--- config.mk ---
export PLATFORM = sky130hd
export DESIGN_NAME = mips_multicycle
export DESIGN_NICKNAME = d
export VERILOG_FILES = /design/src/rtl/mips_multicycle.sv
export SDC_FILE = /design/constraint.sdc
export NUM_CORES = 2
export LEC_CHECK = 0
export ABC_CLOCK_PERIOD_IN_PS = 5100
export CAP_MARGIN = 15
export CORE_UTILIZATION = 42
export CTS_CLUSTER_SIZE = 16
export DETAILED_ROUTE_END_ITERATION = 8
export SLEW_MARGIN = 20
export SYNTH_ARGS = -nofsm -noshare
export SYNTH_HDL_FRONTEND = slang
export SYNTH_SLANG_ARGS = --single-unit
--- constraint.sdc ---
create_clock -name clk -period 5.1 [get_ports clk]
set_input_delay 1.02 -clock clk [delete_from_list [all_inputs] [get_ports clk]]
set_output_delay 1.02 -clock clk [all_outputs]
set_load 0.05 [all_outputs]
--- src/rtl/mips_multicycle.sv ---
// Multi-cycle MIPS subset core: FETCH/DECODE/EXEC/MEM/WB sequencing over
// req/ack instruction and data memories, with jump, halt-on-illegal and debug outputs.
module mips_multicycle #(
   parameter int unsigned IM_AW    = 10,
   parameter int unsigned DM_AW    = 10,
   parameter logic [31:0] RESET_PC = 32'h0000_0000
) (
   input  logic             clk,
   input  logic             rst,
   output logic             imem_req,
   output logic [IM_AW-1:0] imem_addr,
   input  logic [31:0]      imem_rdata,
   input  logic             imem_ack,
   output logic             dmem_req,
   output logic             dmem_we,
   output logic [DM_AW-1:0] dmem_addr,
   output logic [31:0]      dmem_wdata,
   input  logic [31:0]      dmem_rdata,
   input  logic             dmem_ack,
   output logic             retire,
   output logic [31:0]      pc_dbg,
   output logic             halted
);

   typedef enum logic [2:0] {
      S_FETCH,
      S_DECODE,
      S_EXEC,
      S_MEM,
      S_WB,
      S_HALT
   } state_t;

   localparam logic [5:0] OP_RTYPE = 6'h00;
   localparam logic [5:0] OP_J     = 6'h02;
   localparam logic [5:0] OP_BEQ   = 6'h04;
   localparam logic [5:0] OP_BNE   = 6'h05;
   localparam logic [5:0] OP_ORI   = 6'h0D;
   localparam logic [5:0] OP_LW    = 6'h23;
   localparam logic [5:0] OP_SW    = 6'h2B;

   localparam logic [5:0] FN_ADDU  = 6'h21;
   localparam logic [5:0] FN_SUBU  = 6'h23;
   localparam logic [5:0] FN_AND   = 6'h24;
   localparam logic [5:0] FN_OR    = 6'h25;
   localparam logic [5:0] FN_SLT   = 6'h2A;

   state_t             stateQ, stateD;
   logic [31:0]        pcQ, pcD;
   logic [31:0]        irQ, irD;
   logic [31:0]        aQ, aD;
   logic [31:0]        bQ, bD;
   logic [DM_AW-1:0]   memAddrQ, memAddrD;
   logic [31:0]        mdrQ, mdrD;
   logic [31:0]        regsQ [32];

   logic               wrEn;
   logic [4:0]         wrAddr;
   logic [31:0]        wrData;
   logic               fetchReq;

   logic [5:0]         op;
   logic [4:0]         rs, rt, rd;
   logic [5:0]         funct;
   logic [15:0]        imm;
   logic [31:0]        immZ, immS;
   logic               isRtype, isOri, isLw, isSw, isBeq, isBne, isJ;
   logic               legalFunct, legal;
   logic [31:0]        aluResult;
   logic [31:0]        branchTarget;

   assign op      = irQ[31:26];
   assign rs      = irQ[25:21];
   assign rt      = irQ[20:16];
   assign rd      = irQ[15:11];
   assign funct   = irQ[5:0];
   assign imm     = irQ[15:0];
   assign immZ    = {16'h0000, imm};
   assign immS    = {{16{imm[15]}}, imm};

   assign isRtype = (op == OP_RTYPE);
   assign isOri   = (op == OP_ORI);
   assign isLw    = (op == OP_LW);
   assign isSw    = (op == OP_SW);
   assign isBeq   = (op == OP_BEQ);
   assign isBne   = (op == OP_BNE);
   assign isJ     = (op == OP_J);

   // pcQ already points past the branch, so the target is pcQ + (offset << 2).
   assign branchTarget = pcQ + {immS[29:0], 2'b00};

   always_comb begin
      legalFunct = 1'b0;
      case (funct)
         FN_ADDU, FN_SUBU, FN_AND, FN_OR, FN_SLT: legalFunct = 1'b1;
         default:                                 legalFunct = 1'b0;
      endcase
   end

   assign legal = (isRtype && legalFunct) || isOri || isLw || isSw || isBeq || isBne || isJ;

   // Single ALU shared by R-type, ori and load/store address generation.
   always_comb begin
      aluResult = '0;
      if (isRtype) begin
         case (funct)
            FN_ADDU: aluResult = aQ + bQ;
            FN_SUBU: aluResult = aQ - bQ;
            FN_AND:  aluResult = aQ & bQ;
            FN_OR:   aluResult = aQ | bQ;
            FN_SLT:  aluResult = {31'b0, ($signed(aQ) < $signed(bQ))};
            default: aluResult = '0;
         endcase
      end else if (isOri) begin
         aluResult = aQ | immZ;
      end else begin
         aluResult = aQ + immS;
      end
   end

   always_comb begin
      stateD   = stateQ;
      pcD      = pcQ;
      irD      = irQ;
      aD       = aQ;
      bD       = bQ;
      memAddrD = memAddrQ;
      mdrD     = mdrQ;
      wrEn     = 1'b0;
      wrAddr   = rt;
      wrData   = aluResult;
      retire   = 1'b0;
      fetchReq = 1'b0;
      dmem_req = 1'b0;
      dmem_we  = 1'b0;

      case (stateQ)
         S_FETCH: begin
            fetchReq = 1'b1;
            if (imem_ack) begin
               irD    = imem_rdata;
               pcD    = pcQ + 32'd4;
               stateD = S_DECODE;
            end
         end

         S_DECODE: begin
            aD = regsQ[rs];
            bD = regsQ[rt];
            if (isJ) begin
               pcD    = {pcQ[31:28], irQ[25:0], 2'b00};
               retire = 1'b1;
               stateD = S_FETCH;
            end else if (!legal) begin
               stateD = S_HALT;
            end else begin
               stateD = S_EXEC;
            end
         end

         S_EXEC: begin
            if (isRtype || isOri) begin
               wrEn   = 1'b1;
               wrAddr = isRtype ? rd : rt;
               retire = 1'b1;
               stateD = S_FETCH;
            end else if (isBeq || isBne) begin
               if ((aQ == bQ) == isBeq) begin
                  pcD = branchTarget;
               end
               retire = 1'b1;
               stateD = S_FETCH;
            end else begin
               memAddrD = aluResult[DM_AW+1:2];
               stateD   = S_MEM;
            end
         end

         S_MEM: begin
            dmem_req = 1'b1;
            dmem_we  = isSw;
            if (dmem_ack) begin
               if (isSw) begin
                  retire = 1'b1;
                  stateD = S_FETCH;
               end else begin
                  mdrD   = dmem_rdata;
                  stateD = S_WB;
               end
            end
         end

         S_WB: begin
            wrEn   = 1'b1;
            wrAddr = rt;
            wrData = mdrQ;
            retire = 1'b1;
            stateD = S_FETCH;
         end

         S_HALT: begin
            stateD = S_HALT;
         end

         default: begin
            stateD = S_FETCH;
         end
      endcase
   end

   always_ff @(posedge clk or negedge rst) begin
      if (!rst) begin
         stateQ   <= S_FETCH;
         pcQ      <= RESET_PC;
         irQ      <= '0;
         aQ       <= '0;
         bQ       <= '0;
         memAddrQ <= '0;
         mdrQ     <= '0;
      end else begin
         stateQ   <= stateD;
         pcQ      <= pcD;
         irQ      <= irD;
         aQ       <= aD;
         bQ       <= bD;
         memAddrQ <= memAddrD;
         mdrQ     <= mdrD;
      end
   end

   // $0 is never written, so it keeps its reset value of zero.
   always_ff @(posedge clk or negedge rst) begin
      if (!rst) begin
         for (int i = 0; i < 32; i++) begin
            regsQ[i] <= '0;
         end
      end else if (wrEn && (wrAddr != 5'd0)) begin
         regsQ[wrAddr] <= wrData;
      end
   end

   // The reset state is FETCH, so the request is masked while reset is held.
   assign imem_req   = fetchReq & rst;
   assign imem_addr  = pcQ[IM_AW+1:2];
   assign dmem_addr  = memAddrQ;
   assign dmem_wdata = bQ;
   assign pc_dbg     = (stateQ == S_FETCH) ? pcQ : (pcQ - 32'd4);
   assign halted     = (stateQ == S_HALT);

endmodule

# After elaboration in Yosys (flattened, before gate mapping)
# Cells that the tools add are included.
# totals
ff_bits	1197
latchBits	0
mem_bits_rw	0
rom_bits	0
inputBits	68
output_inout_bits	89
n_memories	0
# op_classes
addsub	6
mul	0
div	0
order_cmp	5
eq_ne	24
shift	0
n_mux	43
bitwise	11
n_reduce_logical	23
# op_table
op	count
1024-bit bitwise mux	1
32-bit 2-to-1 mux	13
32-bit binary-select mux with 5-bit select	2
32-bit demux with 5-bit select	1
32-bit one-hot mux with 5 select lines	1
32-bit adder	3
32-bit one-hot mux with 3 select lines	1
6-bit == test, second input constant	7
32-bit by 3-bit adder with 32-bit output, second input constant	1
32-bit bitwise AND	1
32-bit == test	1
32-bit < comparator	1
32-bit by 16-bit bitwise OR with 32-bit output	1
32-bit bitwise OR	1
32-bit by 3-bit subtractor with 32-bit output, second input constant	1
32-bit subtractor	1
28-bit 2-to-1 mux	1
6-bit >= comparator, second input constant	3
5-bit NOT with 6-bit output	3
3-bit 2-to-1 mux	5
5-bit 2-to-1 mux	3
3-bit one-hot mux with 5 select lines	1
6-bit by 3-bit == test with 1-bit output, second input constant	2
2-bit inequality test, second input constant	6
24 further kinds	51

# Logic depth before layout (Yosys ltp)
# logic_depth
word_depth	13
mapped_depth	17

# Worst setup path after synthesis
# Ideal clock, no wire load.
# synth_timing
path_type	reg-to-output
from	reg pcQ[3]
to	out pc_dbg[28]
t_arrival_ps	3320
required_ps	4080
path_slack_ps	760
path_stages_with_launch	12
cell_sequence	dfrtp_1 inv_1 ha_1 nand2_1 or3_1 or3_1 nand2b_1 or4_4 nor2b_2 nand2_1 nor3_1 xor2_1
# synth_via
elab_chain_cells	2
# synth_lines
item	line	rtl
start, declared	49	logic [31:0] pcQ, pcD;
start signal, assigned	222	pcQ <= pcD;
32-bit by 3-bit subtractor with 32-bit output	247	assign pc_dbg = (stateQ == S_FETCH) ? pcQ : (pcQ - 32'd4);
32-bit 2-to-1 mux	247	
end, declared	21	output logic [31:0] pc_dbg,
# Every way passes these cells.

# Final worst setup path
# layout_timing
from	reg pcQ[3]
to	out pc_dbg[24]
# Same word-level chain as after synthesis.

==> results.sh <==
export IMPL_drive_above_1_share_pct=23.7
export IMPL_min_period_over_period_pct=96.7
export IMPL_p_per_area_nw_per_um2=767
export IMPL_worstSetupPathType="register to output pin"
export IMPL_rows=148
export IMPL_wl_per_cell_um=27.8
export IMPL_hold_class="primary input to async pin"
export IMPL_rr_startpoint="stateQ[2]"
export IMPL_finalMaxSlewViolations=0
export IMPL_power_mw=59.7
export IMPL_grt_pass1_wl_mm=348
export IMPL_post_dp_cell_area_sq_um=73100
export IMPL_intPower_mw=31.3
export IMPL_setup_viol=0
export IMPL_worst_slack_ps=168
export IMPL_path_cells="inv_1 -> ha_1 -> nand2_1 -> or3_1 -> or3_1 -> nand2b_4 -> or4_4 -> nor2b_4 -> buf_12 -> nand2_1 -> xnor2_1 -> buf_12"
export IMPL_antenna_found_initial=4
export IMPL_post_route_util_pct=47.9
export IMPL_place_gp_congestion=0.986
export IMPL_grt_total_usage_pct=28.7
export IMPL_worstPathMaxFanout=7
export IMPL_slowest_delay_ps=530
export IMPL_fp_coreArea_sq_um=163000
export IMPL_power_frac_clock_pct=17.1
export IMPL_hpwl_mm=155
export IMPL_clkTransAtPathRegs_ps=60
export IMPL_maxCapViolCount=0
export IMPL_cts_tree="yes"
export IMPL_layout_commonest_cell="dfrtp_1"
export IMPL_ant_nets=0
export IMPL_grt_setup_unrepaired="false"
export IMPL_synth_xor_area_share_pct=1.38
export IMPL_grt_pass1_vias=51000
export IMPL_clk_latency_ps=810
export IMPL_combPwrFrac_pct=55.0
export IMPL_synthFlopType="dfrtp_1"
export IMPL_drc=0
export IMPL_power_switching_mw=28.4
export IMPL_synth_top_family_by_area="multiplexers"
export IMPL_swShare_pct=47.6
export IMPL_ys_seq_elements=1195
export IMPL_syn_area_per_cell_sq_um=11.0
export IMPL_required_ps=4080
export IMPL_die_x_um=406
export IMPL_start_util_pct=42.2
export IMPL_muxShareOfSynthArea_pct=25.6
export IMPL_ys_async_sr_fraction_pct=100
export IMPL_cp_startpoint="pcQ[3]"
export IMPL_startpoint_type="register"
export IMPL_ys_warn_count=0
export IMPL_port_buffers=154
export IMPL_ios=157
export IMPL_vias=52100
export IMPL_dp_slack_ps=653
export IMPL_cts_buffer_depth=3
export IMPL_htreeDepth=4
export IMPL_power_frac_seq_pct=27.9
export IMPL_synth_compound_area_share_pct=12.7
export IMPL_yosysUniqueCellTypes=78
export IMPL_grt_ovfl_total=0
export IMPL_cts_num_sinks=1195
export IMPL_syn2layout_area_growth_pct=13.4
export IMPL_wirelength_mm=235
export IMPL_status="complete, no violations"
export IMPL_slowest_stage="or4_4"
export IMPL_final_cell_mix="dfrtp_1 (1180), nand2_1 (849), o21ai_0 (704)"
export IMPL_fin_area_sq_um=77800
export IMPL_final_hold_violation_count=0
export IMPL_slew_limit_headroom_pct=24.7
export IMPL_ir_worst_vdd_mv=0.684
export IMPL_dieArea_sq_um=165000
export IMPL_fin_skew_ps=31.3
export IMPL_via_per_inst=6.17
export IMPL_clock_fmax_ghz=0.203
export IMPL_root_buffer="clkbuf_16"
export IMPL_synth_simple_gate_area_share_pct=9.36
export IMPL_grt_max_degree=181
export IMPL_synth_seq_area_share_pct=43.5
export IMPL_leakage_nw=33.3
export IMPL_dr_pass1_iters=6
export IMPL_worst_slew_pin_slew_ps=1130
export IMPL_syn_inst=6216
export IMPL_arrival_ps=3910
export IMPL_synth_edf_count=0
export IMPL_synth_fa_ha_area_share_pct=3.40
export IMPL_fin_tns_setup_ps=0
export IMPL_drtIter0Drc=5740
export IMPL_synth_area_sq_um=68700
export IMPL_fp_dieH_um=406
export IMPL_period_minus_slack_ps=4930
export IMPL_numCtsBuffers=135
export IMPL_final_nets=6418
export IMPL_crit_path_end_kind="output pin"
## worst max-delay path, delay by kind of cell (launching register included)
family | cells | cell delay [ps]
AND/OR/NAND/NOR | 7 | 1740
flip-flops | 1 | 460
buffers and inverters | 3 | 390
XOR/XNOR | 1 | 390
adder cells (fa/ha/maj) | 1 | 130
## worst paths after layout
kind	endpoint	slack [ps]	cells after the start
min in group clk	regsQ[1013]	390	0
max in group asynchronous	regsQ[244]	2650	3
min	pcQ[26]	130	1
max	pc_dbg[24]	170	12
max reg2reg	pcQ[31]	700	16
min reg2reg	regsQ[1013]	390	0
## routing by layer
metal  track usage [%]  part of all wire, %
met2              44.3                   46
met1              39.7                   42
met4              11.0                  4.2
met5                 0                0.017
met3              6.35                  8.8
## area by class of cell
class	instances	area, sq um
antenna	3	7.51
clock inverter	55	762
clock buffer	188	3880
fill	14600	84700
inverter	125	469
tap	2175	2720
multi-input combinational	4317	36300
timing repair buffer	392	3720
sequential	1195	29900
## flip-flops by register name (all words and copies together), names as in the netlist
signal / cells
regsQ: 1024
aQ: 32
dmem_wdata: 32
irQ: 32
mdrQ: 32
pcQ: 30
dmem_addr: 10
stateQ: 3
## logic make-up after synthesis
| kind of cell | after synthesis |
|---|---|
| buffers and inverters | 705 |
| multiplexers | 924 |
| flip-flops | 1195 |
| adder cells (fa/ha/maj) | 184 |
| AO/OA/AOI/OAI | 1524 |
| AND/OR/NAND/NOR | 1575 |
| XOR/XNOR | 108 |
| other | 1 |
## power by group through the flow
stage | sequential, mW | clock [mW] | combinational, mW
after global routing | 17.1 | 10.7 | 34.9
after global placement | 16.4 | 0 | 32.1
final | 16.6 | 10.2 | 32.9
after floorplan | 15.4 | 0 | 21.5
after detailed placement | 16.7 | 0 | 32.3
after CTS | 16.5 | 10.4 | 32.4
## Yosys cell counts, drive strengths merged (22+ instances only)
cell type	n	area (sq um)
ha	180	2250
dfrtp	1195	29900
xnor2	59	517
nand2	878	3300
a21o	49	368
inv	123	462
a21oi	434	2180
nor3	34	170
mux4	640	14400
nor2	492	1890
mux2i	50	500
nand3	45	225
clkbuf	447	1680
a31oi	47	294
nand2b	24	150
o31ai	77	583
a221oi	22	205
xor2	49	429
a211oi	29	233
buf	133	617
o21ai	725	3630
mux2	234	2640
## repair_timing
item	in CTS	in global routing
resized for setup	6	7
endpoints found under the setup margin	5	3
hold buffers	0	0
buffers inserted	0	3
endpoints found under the hold margin	0	0
pin swaps	1	1
## metrics by stage
| step | hold WS (ps) | cells |
|---|---|---|
| 2_1_floorplan | 441 | 6217 |
| 3_3_place_gp | 377 | 8201 |
| 3_5_place_dp | 383 | 8201 |
| 4_1_cts | 124 | 8444 |
| 5_1_grt | 143 | 8448 |
| 6_report | 129 | 8450 |
Power figures use the tool's default switching activity.
